$ cat src/rtl/viterbi_codec.sv
// Rate-1/2 K=3 (7,5) convolutional encoder and 4-state hard-decision Viterbi decoder.
// Optional corrected-bit estimate on err_cnt_o when VITERBI_ERR_CNT_EN is defined.
module viterbi_codec #(
  parameter int TB_DEPTH = 16,
  parameter int PM_W     = 5
) (
  input  logic       clk,
  input  logic       rst,
  input  logic       enc_enable_i,
  input  logic       enc_d_i,
  output logic       enc_valid_o,
  output logic [1:0] enc_d_o,
  input  logic       dec_enable_i,
  input  logic [1:0] dec_d_i,
  output logic       dec_valid_o,
  output logic       dec_d_o
`ifdef VITERBI_ERR_CNT_EN
  ,
  output logic [15:0] err_cnt_o
`endif
);

  localparam int CW    = PM_W + 1;
  localparam int CNT_W = $clog2(TB_DEPTH + 1);
  localparam logic [PM_W-1:0]  PM_MAX  = '1;
  localparam logic [CW-1:0]    PM_SAT  = {1'b0, PM_MAX};
  localparam logic [CNT_W-1:0] CNT_MAX = CNT_W'(TB_DEPTH);

  function automatic logic [1:0] exp_sym(input logic [1:0] s, input logic d);
    return {d ^ s[1] ^ s[0], d ^ s[0]};
  endfunction

  function automatic logic [1:0] hamming(input logic [1:0] a, input logic [1:0] b);
    logic [1:0] x;
    x = a ^ b;
    return {1'b0, x[1]} + {1'b0, x[0]};
  endfunction

  // Encoder
  logic [1:0] enc_s_q, enc_s_d;
  logic [1:0] enc_sym_q, enc_sym_d;
  logic       enc_valid_q;

  always_comb begin
    enc_s_d   = enc_s_q;
    enc_sym_d = enc_sym_q;
    if (enc_enable_i) begin
      enc_sym_d = exp_sym(enc_s_q, enc_d_i);
      enc_s_d   = {enc_d_i, enc_s_q[1]};
    end
  end

  always_ff @(posedge clk) begin
    if (rst) begin
      enc_s_q     <= 2'b00;
      enc_sym_q   <= 2'b00;
      enc_valid_q <= 1'b0;
    end else begin
      enc_s_q     <= enc_s_d;
      enc_sym_q   <= enc_sym_d;
      enc_valid_q <= enc_enable_i;
    end
  end

  assign enc_valid_o = enc_valid_q;
  assign enc_d_o     = enc_sym_q;

  // Decoder state
  logic [PM_W-1:0]     pm_q[4], pm_d[4];
  logic [TB_DEPTH-1:0] surv_q[4], surv_d[4];
  logic [CNT_W-1:0]    cnt_q, cnt_d;
  logic                dec_bit_q, dec_bit_d;
  logic                dec_valid_q, dec_valid_d;

  logic [1:0]    bm0[4], bm1[4];
  logic [CW-1:0] cand0[4], cand1[4], acc[4];
  logic          sel[4];
  logic [CW-1:0] min_v, diff;
  logic [1:0]    best;

  // Add-compare-select: next state {d,a} is reached from {a,0} or {a,1}
  always_comb begin
    for (int ns = 0; ns < 4; ns++) begin
      bm0[ns]   = hamming(dec_d_i, exp_sym({ns[0], 1'b0}, ns[1]));
      bm1[ns]   = hamming(dec_d_i, exp_sym({ns[0], 1'b1}, ns[1]));
      cand0[ns] = {1'b0, pm_q[{ns[0], 1'b0}]} + {{(CW-2){1'b0}}, bm0[ns]};
      cand1[ns] = {1'b0, pm_q[{ns[0], 1'b1}]} + {{(CW-2){1'b0}}, bm1[ns]};
      sel[ns]   = cand1[ns] < cand0[ns];
      acc[ns]   = sel[ns] ? cand1[ns] : cand0[ns];
    end
  end

  // Strict compare keeps the lowest index on ties
  always_comb begin
    min_v = acc[0];
    best  = 2'd0;
    for (int i = 1; i < 4; i++) begin
      if (acc[i] < min_v) begin
        min_v = acc[i];
        best  = 2'(i);
      end
    end
  end

  always_comb begin
    pm_d        = pm_q;
    surv_d      = surv_q;
    cnt_d       = cnt_q;
    dec_bit_d   = dec_bit_q;
    dec_valid_d = 1'b0;
    diff        = '0;
    if (dec_enable_i) begin
      for (int ns = 0; ns < 4; ns++) begin
        diff       = acc[ns] - min_v;
        pm_d[ns]   = (diff > PM_SAT) ? PM_MAX : diff[PM_W-1:0];
        // Oldest bit falls off the top of the survivor
        surv_d[ns] = TB_DEPTH'({surv_q[{ns[0], sel[ns]}], ns[1]});
      end
      dec_bit_d   = surv_d[best][TB_DEPTH-1];
      cnt_d       = (cnt_q == CNT_MAX) ? cnt_q : cnt_q + CNT_W'(1);
      dec_valid_d = (cnt_d == CNT_MAX);
    end
  end

  always_ff @(posedge clk) begin
    if (rst) begin
      pm_q[0]     <= '0;
      pm_q[1]     <= PM_W'(4);
      pm_q[2]     <= PM_W'(4);
      pm_q[3]     <= PM_W'(4);
      for (int i = 0; i < 4; i++) surv_q[i] <= '0;
      cnt_q       <= '0;
      dec_bit_q   <= 1'b0;
      dec_valid_q <= 1'b0;
    end else begin
      pm_q        <= pm_d;
      surv_q      <= surv_d;
      cnt_q       <= cnt_d;
      dec_bit_q   <= dec_bit_d;
      dec_valid_q <= dec_valid_d;
    end
  end

  assign dec_valid_o = dec_valid_q;
  assign dec_d_o     = dec_bit_q;

`ifdef VITERBI_ERR_CNT_EN
  logic [15:0] err_cnt_q, err_cnt_d;
  logic [1:0]  best_bm;
  logic [16:0] err_sum;

  always_comb begin
    best_bm   = sel[best] ? bm1[best] : bm0[best];
    err_sum   = {1'b0, err_cnt_q} + {15'd0, best_bm};
    err_cnt_d = err_cnt_q;
    if (dec_enable_i) err_cnt_d = err_sum[16] ? 16'hFFFF : err_sum[15:0];
  end

  always_ff @(posedge clk) begin
    if (rst) err_cnt_q <= '0;
    else     err_cnt_q <= err_cnt_d;
  end

  assign err_cnt_o = err_cnt_q;
`endif

endmodule

$ cat config.mk
export PLATFORM = sky130hd
export DESIGN_NAME = viterbi_codec
export DESIGN_NICKNAME = d
export VERILOG_FILES = /design/src/rtl/viterbi_codec.sv
export SDC_FILE = /design/constraint.sdc
export NUM_CORES = 1
export LEC_CHECK = 0
export BUFFER_PORTS_ARGS = -buffer_cell sky130_fd_sc_hd__buf_2
export CAP_MARGIN = 10
export CELL_PAD_IN_SITES_DETAIL_PLACEMENT = 0
export CELL_PAD_IN_SITES_GLOBAL_PLACEMENT = 1
export CORE_MARGIN = 1.5
export CORE_UTILIZATION = 49
export DETAILED_ROUTE_END_ITERATION = 6
export PLACE_DENSITY_LB_ADDON = 0.1
export SYNTH_ARGS = -nofsm -noshare
export SYNTH_HDL_FRONTEND = slang
export SYNTH_SLANG_ARGS = --single-unit
$ cat constraint.sdc
create_clock -name clk -period 12.04 [get_ports clk]
set_input_delay 2.408 -clock clk [delete_from_list [all_inputs] [get_ports clk]]
set_output_delay 2.408 -clock clk [all_outputs]
set_load 0.005 [all_outputs]
==> run_results.csv, run 1 <==
group,metric,value,unit
final_layout,num-nets-final,926,
logic_synthesis,synthXorXnorAreaFrac,0.0786,
sta,slew_violations,0,
die,num_rows,43,
grt,grt_usage,0.250,
critical_path,cp-end-kind,"flop",
critical_path,reg2reg_depth,40,
logic_synthesis,synth_seq_cells,87,
final_layout,final_area,0.00771,mm2
logic_synthesis,synthMostInstantiatedCell,"nor2_1",
sta,clock.fmax,0.0877,GHz
logic_synthesis,yosysTopAreaCell,"dfxtp_1",
place,postPlaceCellArea,0.00738,mm2
place,gp_congestion,0.918,
critical_path,cp_max_fo,7,
sta,fin_worst_skew,0.00637,ns
die,ios,12,
clock_network,clk_pin_slew,0.06,ns
final_layout,finalCoreUtilization,0.549,
logic_synthesis,yosys.area.top_type_share,0.245,
logic_synthesis,syn_nets,924,
logic_synthesis,yosysWarnings,0,
critical_path,required,12.28,ns
routing,drt_iter0_markers,443,
critical_path,cp-endpoint,"pm_q[10]$_SDFFE_PP0P_",
logic_synthesis,synthFlopType,"dfxtp_1",
critical_path,slowest_stage,"a221o_1",
critical_path,startpoint_type,"primary input",
critical_path,timing.rr.end,"pm_q[10]$_SDFFE_PP0P_",
flow_run,drv_cap,0,
critical_path,startpoint,"dec_d_i[0]",
logic_synthesis,synth-edff-count,0,
logic_synthesis,yosys-top-cells-count,"109 x nor2_1, 87 x dfxtp_1, 76 x mux2i_1",
logic_synthesis,synthMuxAreaShare,0.112,
logic_synthesis,async_flop_share,0,
final_layout,final_cells,1039,
place,post-place-cells,1021,
sta,min_period_over_period,0.947,
die,initial_core_util,0.506,
clock_network,cts_made_buffers,9,
place,io_buffers,11,
logic_synthesis,yosysUniqueCellTypes,78,
sta,max-slew-margin-rel,0.358,
sta,tightest_slew,0.964,ns
die,core_area,0.0140,mm2
clock_network,h-tree-depth,3,
clock_network,cts_tree,"done",
final_layout,area_delta_synth_final,8.41,%
routing,antenna_left,0,
logic_synthesis,synth_simple_gate_area_frac,0.166,
sta,rsz0062_at_grt,"false",
final_layout,drive_gt1_frac,0.120,
sta,finalSetupViolCount,0,
clock_network,cts_buffer_depth,2,
routing,avgViaCountPerCell,5.88,
final_layout,antenna_cells,0,
place,hpwlAfterDp,13.7,mm
die,die_h,123,um
critical_path,cp.arrival,11.64,ns
critical_path,timing.rr.start,"pm_q[0]$_SDFFE_PP0P_",
logic_synthesis,synth_adder_area_share,0.120,
grt,grt_max_degree,95,
routing,wl_per_cell,17.3,um
critical_path,cpPeakStageDelay,0.44,ns
grt,grt_pass1_vias,5672,
grt,antenna_found_initial,0,
sta,layout_min_cycle_time,11.40,ns
routing,vias,6110,
die,die-area,0.0152,mm2
logic_synthesis,synthCells,854,
clock_network,clk_latency,0.34,ns
logic_synthesis,synth_seq_area_share,0.245,
logic_synthesis,syn-cell-area,0.00711,mm2
critical_path,critPathKind,"in2reg",
logic_synthesis,synthTopCellsByArea,"dfxtp_1 24%, ha_1 11%, mux2i_1 11%, a211oi_1 5.8%, nor2_1 5.8%",
outcome,status,"finished, final reports clean",
critical_path,crit_top_cell,"ha_1",
die,die_w,123,um
clock_network,ctsHoldBuffers,0,
grt,grt_first_pass_wirelength,29.6,mm
clock_network,clk_root_buffer_cell,"clkbuf_16",
logic_synthesis,synth-compound-area-share,0.225,
logic_synthesis,syn_avg_cell_area,8.33,um2
logic_synthesis,synth_top_family_by_area,"compound AO/OA/AOI/OAI gates",
routing,wirelength,18.0,mm
sta,final-hold-violation-count,0,
grt,grt_overflow,0,
hold_path,hold_class,"reg2reg",
routing,first_pass_iters,5,
routing,drc,0,
critical_path,r2r_slack,3.00,ns
clock_network,clock-sinks,87,
==> sequential cells by signal, summed over array words and instances, names as in the netlist <==
signal / count
pm_q: 20
enc_s_q: 2
enc_valid_o: 1
surv_q: 55
cnt_q: 5
dec_valid_o: 1
enc_d_o: 2
dec_d_o: 1
==> layout make-up <==
class / instances / area [um2]
fillers: 1313 / 6330
multi-input cells: 672 / 5050
flip-flops and latches: 87 / 1740
repair buffers: 38 / 260
clock buffers: 10 / 229
well taps: 180 / 225
inverters: 48 / 180
clock inverters: 4 / 25.0
==> cells by family (layout without fill, tap and decap cells) <==
| logic type | count (synthesis) | count (layout) |
|---|---|---|
| buf+inv | 95 | 100 |
| flops | 87 | 87 |
| fa+ha+maj | 69 | 69 |
| compound gates | 216 | 216 |
| xor+xnor | 60 | 60 |
| simple gates | 248 | 248 |
| mux | 79 | 79 |
==> timing repair <==
action	in CTS	in global routing
gates resized for setup	0	21
buffers inserted	0	4
endpoints found under the hold margin	0	0
setup endpoints to repair	0	20
==> per-stage QoR <==
| step | worst slack (ns) | hold slack [ns] | TNS [ns] |
|---|---|---|---|
| after floorplan | 0.784 | 0.435 | 0 |
| after global placement | 0.261 | 0.449 | 0 |
| after detailed placement | -0.0384 | 0.453 | -0.0384 |
| after CTS | 0.298 | 0.468 | 0 |
| after global routing | 0.0396 | 0.494 | 0 |
| final | 0.639 | 0.461 | 0 |
==> cell usage in the layout (no fill, tap or decap), types with 5 or more instances in the layout <==
master     netlist  routed
dfxtp_1         87      87
a21o_1          11      11
nor4_1           5       5
a21oi_2          0       5
buf_4            2      28
a21oi_1         49      44
nand3b_1         7       7
nand3_1         10      10
a211oi_1        55      54
inv_1           47      47
a311oi_1         8       8
nand2_1         41      40
clkbuf_16        0       9
nor2b_1         15      15
nor2_1         109     108
mux2i_1         76      76
a311oi_2         7       7
o21ai_0         30      25
o21ai_1          3       6
and3_1           6       6
buf_2            5      10
nor3_1          18      18
xnor2_1         38      38
and2_1           7       7
ha_1            63      60
xor2_1          19      19
nand2b_1         7       7
==> worst max-delay path: cells and delay by family <==
kind | cells | cell delay, ns
AO/OA/AOI/OAI | 15 | 4.02
XOR/XNOR | 1 | 0.20
adder cells (fa/ha/maj) | 9 | 2.66
buffers and inverters | 8 | 0.78
multiplexers | 1 | 0.18
AND/OR/NAND/NOR | 10 | 1.41
==> worst min path at each step <==
stage                     slack, ns                   start                      to  cells past startpoint
after global routing           0.49  surv_q[0]$_SDFFE_PP0P_  surv_q[0]$_SDFFE_PP0P_                      2
after global placement         0.45  surv_q[0]$_SDFFE_PP0P_  surv_q[0]$_SDFFE_PP0P_                      2
after detailed placement       0.45  surv_q[0]$_SDFFE_PP0P_  surv_q[0]$_SDFFE_PP0P_                      2
final                          0.46  surv_q[0]$_SDFFE_PP0P_  surv_q[0]$_SDFFE_PP0P_                      2
after floorplan                0.43  surv_q[0]$_SDFFE_PP0P_  surv_q[0]$_SDFFE_PP0P_                      2
after CTS                      0.47  surv_q[0]$_SDFFE_PP0P_  surv_q[0]$_SDFFE_PP0P_                      2
==> layer usage <==
| layer | up-vias | track usage | wire, um |
|---|---|---|---|
| met5 | - | 0 | 0 |
| met4 | 0 | 0.0783 | 355 |
| met3 | 28 | 0.0346 | 470 |
| met2 | 99 | 0.405 | 8220 |
| met1 | 2900 | 0.344 | 8970 |
| li1 | 3083 | - | - |
Power of run 1 is left out: the tool's default activity adds up to more than one toggle a clock period on the data nets, which glitch-free logic cannot reach.
==> run 2, diff against run 1 <==
Settings changed: PLACE_DENSITY set to 0.87, PLACE_DENSITY_LB_ADDON 0.1 to not set.
==> run 2 against run 1 <==
Non-clock buffer count shrank 9. Worst setup slack lost 0.013 ns. Register-to-register slack worse by 0.06 ns. Final area down 0.49%. Utilization is 0.27 points lower. Global-route usage increased by 0.18 points. Sequential share of layout area rose by 0.11 points. Sequential cell count unchanged. Wire length is 1.5% higher. Worst hold slack gained 0.015 ns. First-iteration DRC count fell by 0.45%. Critical path depth up 1.
==> run_results.csv, run 2 (synthesis results as in run 1) <==
group,metric,value,unit
routing,vias,6230,
final_layout,final_common_cell,"nor2_1",
place,hpwlAfterDp,13.5,mm
die,num_rows,43,
grt,grt_usage,0.252,
final_layout,largest_reg_flops,55,
final_layout,multi_input_area,0.00503,mm2
die,initial_core_util,0.506,
sta,rsz0062_at_grt,"true",
routing,drc,0,
final_layout,area_delta_synth_final,7.88,%
routing,wl_per_cell,17.7,um
sta,min_period_over_period,0.948,
die,die-area,0.0152,mm2
clock_network,cts_made_buffers,9,
final_layout,finalCoreUtilization,0.546,
critical_path,cp_max_fo,7,
critical_path,required,12.29,ns
critical_path,cp.arrival,11.67,ns
final_layout,largest-register,"surv_q",
grt,grt_max_degree,88,
final_layout,drive_gt1_frac,0.108,
final_layout,seqCellArea,0.00174,mm2
die,core_area,0.0140,mm2
sta,slew_violations,0,
clock_network,cts_buffer_depth,2,
critical_path,reg2reg_depth,41,
critical_path,timing.rr.end,"pm_q[19]$_SDFFE_PP0P_",
routing,first_pass_iters,5,
clock_network,clock-sinks,87,
clock_network,clk_latency,0.34,ns
sta,finalSetupViolCount,0,
hold_path,holdPathStages,2,
critical_path,critPathBufInv,7,
outcome,status,"finished, final reports clean",
clock_network,ctsHoldBuffers,0,
clock_network,clk_root_buffer_cell,"clkbuf_16",
hold_path,hold_class,"reg2reg",
sta,fin_worst_skew,0.00662,ns
critical_path,slowest_stage,"a221o_2",
grt,grt_first_pass_wirelength,30.3,mm
clock_network,cts_tree,"done",
clock_network,clk_pin_slew,0.06,ns
sta,final-hold-violation-count,0,
final_layout,reg.largest.list,"surv_q: 55 flops, pm_q: 20 flops, cnt_q: 5 flops",
final_layout,num-nets-final,917,
sta,clock.fmax,0.0876,GHz
sta,max-slew-margin-rel,0.366,
sta,tightest_slew,0.950,ns
hold_path,min_from,"surv_q[0]$_SDFFE_PP0P_",
grt,grt_pass1_vias,6062,
final_layout,final_cell_mix,"109 x nor2_1, 87 x dfxtp_1, 75 x mux2i_1, 61 x ha_1, 54 x a211oi_1",
critical_path,crit_top_cell,"ha_1",
routing,avgViaCountPerCell,6.04,
grt,antenna_found_initial,0,
die,die_w,123,um
critical_path,cpLargestDelayFamily,"compound AO/OA/AOI/OAI gates",
place,io_buffers,11,
hold_path,min_to,"surv_q[0]$_SDFFE_PP0P_",
critical_path,timing.rr.start,"pm_q[16]$_SDFFE_PP0P_",
die,die_h,123,um
critical_path,cpPeakStageDelay,0.43,ns
critical_path,critPathKind,"in2reg",
die,ios,12,
final_layout,fillers,1324,
critical_path,cp-end-kind,"flop",
critical_path,startpoint_type,"primary input",
grt,grt_overflow,0,
final_layout,antenna_cells,0,
routing,antenna_left,0,
critical_path,r2r_slack,2.94,ns
routing,wirelength,18.3,mm
sta,timing.hold.ws,0.476,ns
place,gp_congestion,0.918,
sta,layout_min_cycle_time,11.41,ns
clock_network,h-tree-depth,3,
routing,drt_iter0_markers,441,
flow_run,drv_cap,0,
-- run 2: cell types whose count changed in the layout (fill, tap and decap cells not counted), sizes merged --
cell      change
clkinvlp      -1
bufinv        +1
buf           -9
inv           +1
clkbuf        +1
-- run 2: worst max path at each step --
stage	startpoint	to	slack [ns]	cells after the start
after detailed placement	dec_d_i[0]	pm_q[11]$_SDFFE_PP0P_	0.004	47
after CTS	dec_d_i[0]	pm_q[19]$_SDFFE_PP0P_	0.30	46
after floorplan	dec_d_i[0]	pm_q[19]$_SDFFE_PP0P_	0.78	44
after global placement	dec_d_i[0]	pm_q[19]$_SDFFE_PP0P_	0.30	46
final	dec_d_i[0]	pm_q[19]$_SDFFE_PP0P_	0.63	45
after global routing	dec_d_i[0]	pm_q[19]$_SDFFE_PP0P_	-0.05	44
-- run 2: layout make-up --
cell class	instances	share of cell area
repair buffers	29	0.0261
flip-flops and latches	87	0.227
inverters	48	0.0235
clock buffers	11	0.0316
well taps	180	0.0294
multi-input cells	672	0.655
clock inverters	5	0.00734
-- run 2: stage by stage --
step	instances	setup TNS [ns]	setup slack (ns)	instance area, um2
after CTS	1032	0	0.300	7640
after detailed placement	1016	0	0.00417	7340
after floorplan	854	0	0.784	7110
after global routing	1032	-0.0486	-0.0486	7670
after global placement	1016	0	0.300	7340
final	1032	0	0.626	7670
-- run 2: routing by layer --
layer  vias to the layer above  track usage  routed length (um)
met1                      3001        0.335                8600
met4                         0       0.0970                 426
met3                        37       0.0268                 707
li1                       3067            -                   -
met2                       125        0.420                8570
met5                         -            0                   0
-- run 2: repair_timing --
| item | 4_1_cts | 5_1_grt |
|---|---|---|
| endpoints found under the hold margin | 0 | 0 |
| setup buffers | 0 | 0 |
| gates resized for setup | 0 | 15 |
| endpoints found under the setup margin | 0 | 19 |
-- run 2: worst min-delay path, cell delays in order (launching register included) --
cell and delay [ns]:
dfxtp_1 0.31, nor2_1 0.08, nor2_1 0.04
Power of run 2 is left out for the same reason.
==> run 3, diff against run 2 <==
Settings changed: CELL_PAD_IN_SITES_DETAIL_PLACEMENT 0 to not set, CELL_PAD_IN_SITES_GLOBAL_PLACEMENT 1 to not set, CORE_UTILIZATION 49 to 50, PLACE_DENSITY 0.87 to 0.72.
==> run 3 against run 2 <==
Wire length fell by 8.7%. Worst hold slack got worse by 0.0090 ns. Global-route usage fell by 2.0 points.
==> run_results.csv, run 3 (synthesis results as in run 1) <==
group,metric,value,unit
routing,wl_per_cell,16.2,um
routing,antenna_left,0,
sta,finalSetupViolCount,0,
routing,vias,6043,
place,post-place-cells,1014,
final_layout,final_common_cell,"nor2_1",
grt,grt_max_degree,88,
final_layout,final_cell_mix,"109 x nor2_1, 87 x dfxtp_1, 76 x mux2i_1, 61 x ha_1, 53 x a211oi_1",
sta,max-slew-margin-rel,0.371,
critical_path,required,12.31,ns
die,ios,12,
die,die_h,122,um
critical_path,cp-end-kind,"flop",
final_layout,final_cells,1031,
final_layout,final_area,0.00768,mm2
clock_network,h-tree-depth,3,
sta,tightest_slew,0.944,ns
routing,drc,0,
place,hpwlAfterDp,12.4,mm
critical_path,cp-endpoint,"pm_q[19]$_SDFFE_PP0P_",
sta,fin_worst_skew,0.0114,ns
die,initial_core_util,0.512,
critical_path,cp_max_fo,10,
place,io_buffers,11,
critical_path,cp.arrival,11.75,ns
clock_network,clk_pin_slew,0.07,ns
grt,grt_usage,0.232,
die,num_rows,43,
clock_network,cts_made_buffers,9,
place,postPlaceCellArea,0.00732,mm2
die,die-area,0.0149,mm2
final_layout,fillers,1314,
sta,timing.hold.ws,0.467,ns
final_layout,largest-register,"surv_q",
critical_path,critPathKind,"in2reg",
critical_path,startpoint_type,"primary input",
sta,slew_violations,0,
die,die_w,122,um
routing,drt_iter0_markers,341,
final_layout,area_delta_synth_final,7.93,%
sta,clock.fmax,0.0871,GHz
critical_path,reg2reg_depth,40,
routing,avgViaCountPerCell,5.86,
sta,layout_min_cycle_time,11.48,ns
critical_path,r2r_slack,2.84,ns
sta,final-hold-violation-count,0,
final_layout,antenna_cells,0,
clock_network,clk_latency,0.35,ns
critical_path,timing.rr.end,"pm_q[19]$_SDFFE_PP0P_",
clock_network,cts_tree,"done",
sta,min_period_over_period,0.953,
outcome,status,"finished, final reports clean",
clock_network,clk_root_buffer_cell,"clkbuf_16",
hold_path,hold_class,"reg2reg",
routing,wirelength,16.7,mm
critical_path,crit_top_cell,"ha_1",
final_layout,largest_reg_flops,55,
grt,grt_first_pass_wirelength,27.5,mm
clock_network,clock-sinks,87,
critical_path,cpPeakStageDelay,0.49,ns
grt,grt_pass1_vias,5497,
die,core_area,0.0139,mm2
critical_path,slowest_stage,"a221o_2",
grt,antenna_found_initial,0,
grt,grt_overflow,0,
clock_network,cts_buffer_depth,2,
clock_network,ctsHoldBuffers,0,
final_layout,reg.largest.list,"surv_q: 55 flops, pm_q: 20 flops, cnt_q: 5 flops",
final_layout,num-nets-final,916,
sta,fin_setup_tns,0,ns
flow_run,drv_cap,0,
place,gp_congestion,0.988,
critical_path,startpoint,"dec_d_i[1]",
final_layout,drive_gt1_frac,0.108,
critical_path,timing.rr.start,"pm_q[1]$_SDFFE_PP0P_",
routing,first_pass_iters,5,
==> run 3: changes by cell type in the layout (fill, tap and decap cells not counted), moves of 2 or more <==
| cell | previous run | this run |
|---|---|---|
| a2111oi_0 | 3 | 1 |
| clkinv_2 | 2 | 0 |
| clkinv_4 | 0 | 2 |
| a2111oi_2 | 0 | 2 |
==> run 3: metrics by stage <==
stage / setup WS [ns] / utilization
finish: 0.560 / 0.553
global route: -0.0224 / 0.553
CTS: 0.301 / 0.549
detailed placement: -0.0432 / 0.528
global placement: -0.0330 / 0.528
floorplan: 0.784 / -
==> run 3: area by class of cell <==
type                    count  area [um2]  area share
well taps                 180         225      0.0293
clock buffers              12         246      0.0321
flip-flops and latches     87        1740       0.227
clock inverters             4        55.1     0.00717
repair buffers             28         185      0.0241
inverters                  48         180      0.0235
multi-input cells         672        5040       0.657
==> run 3: repair_timing <==
item / CTS / global route
setup endpoints to repair: 0 / 19
setup buffers: 0 / 1
resized for setup: 0 / 17
==> run 3: worst min path at each step <==
stage,depth (start not counted),start,endpoint,slack [ns]
global placement,2,surv_q[0]$_SDFFE_PP0P_,surv_q[0]$_SDFFE_PP0P_,0.45
CTS,2,surv_q[0]$_SDFFE_PP0P_,surv_q[0]$_SDFFE_PP0P_,0.47
detailed placement,2,surv_q[0]$_SDFFE_PP0P_,surv_q[0]$_SDFFE_PP0P_,0.46
floorplan,2,surv_q[0]$_SDFFE_PP0P_,surv_q[0]$_SDFFE_PP0P_,0.43
finish,2,surv_q[0]$_SDFFE_PP0P_,surv_q[0]$_SDFFE_PP0P_,0.47
global route,2,enc_d_o[0]$_SDFFE_PP0P_,enc_d_o[0]$_SDFFE_PP0P_,0.50
==> run 3: routing by layer <==
metal | track usage | vias to the layer above | routed length [um]
met2 | 0.380 | 112 | 7780
met4 | 0.0734 | 0 | 342
met1 | 0.311 | 2836 | 7920
li1 | - | 3070 | -
met3 | 0.0400 | 25 | 652
met5 | 0 | - | 0
==> run 3: critical path, delay by kind of cell <==
family          cells  cell delay [ns]
simple gates        6             0.80
buf+inv             8             0.84
mux                 1             0.16
compound gates     15             3.86
xor+xnor            3             0.45
fa+ha+maj          11             3.24
Power of run 3 is left out for the same reason.
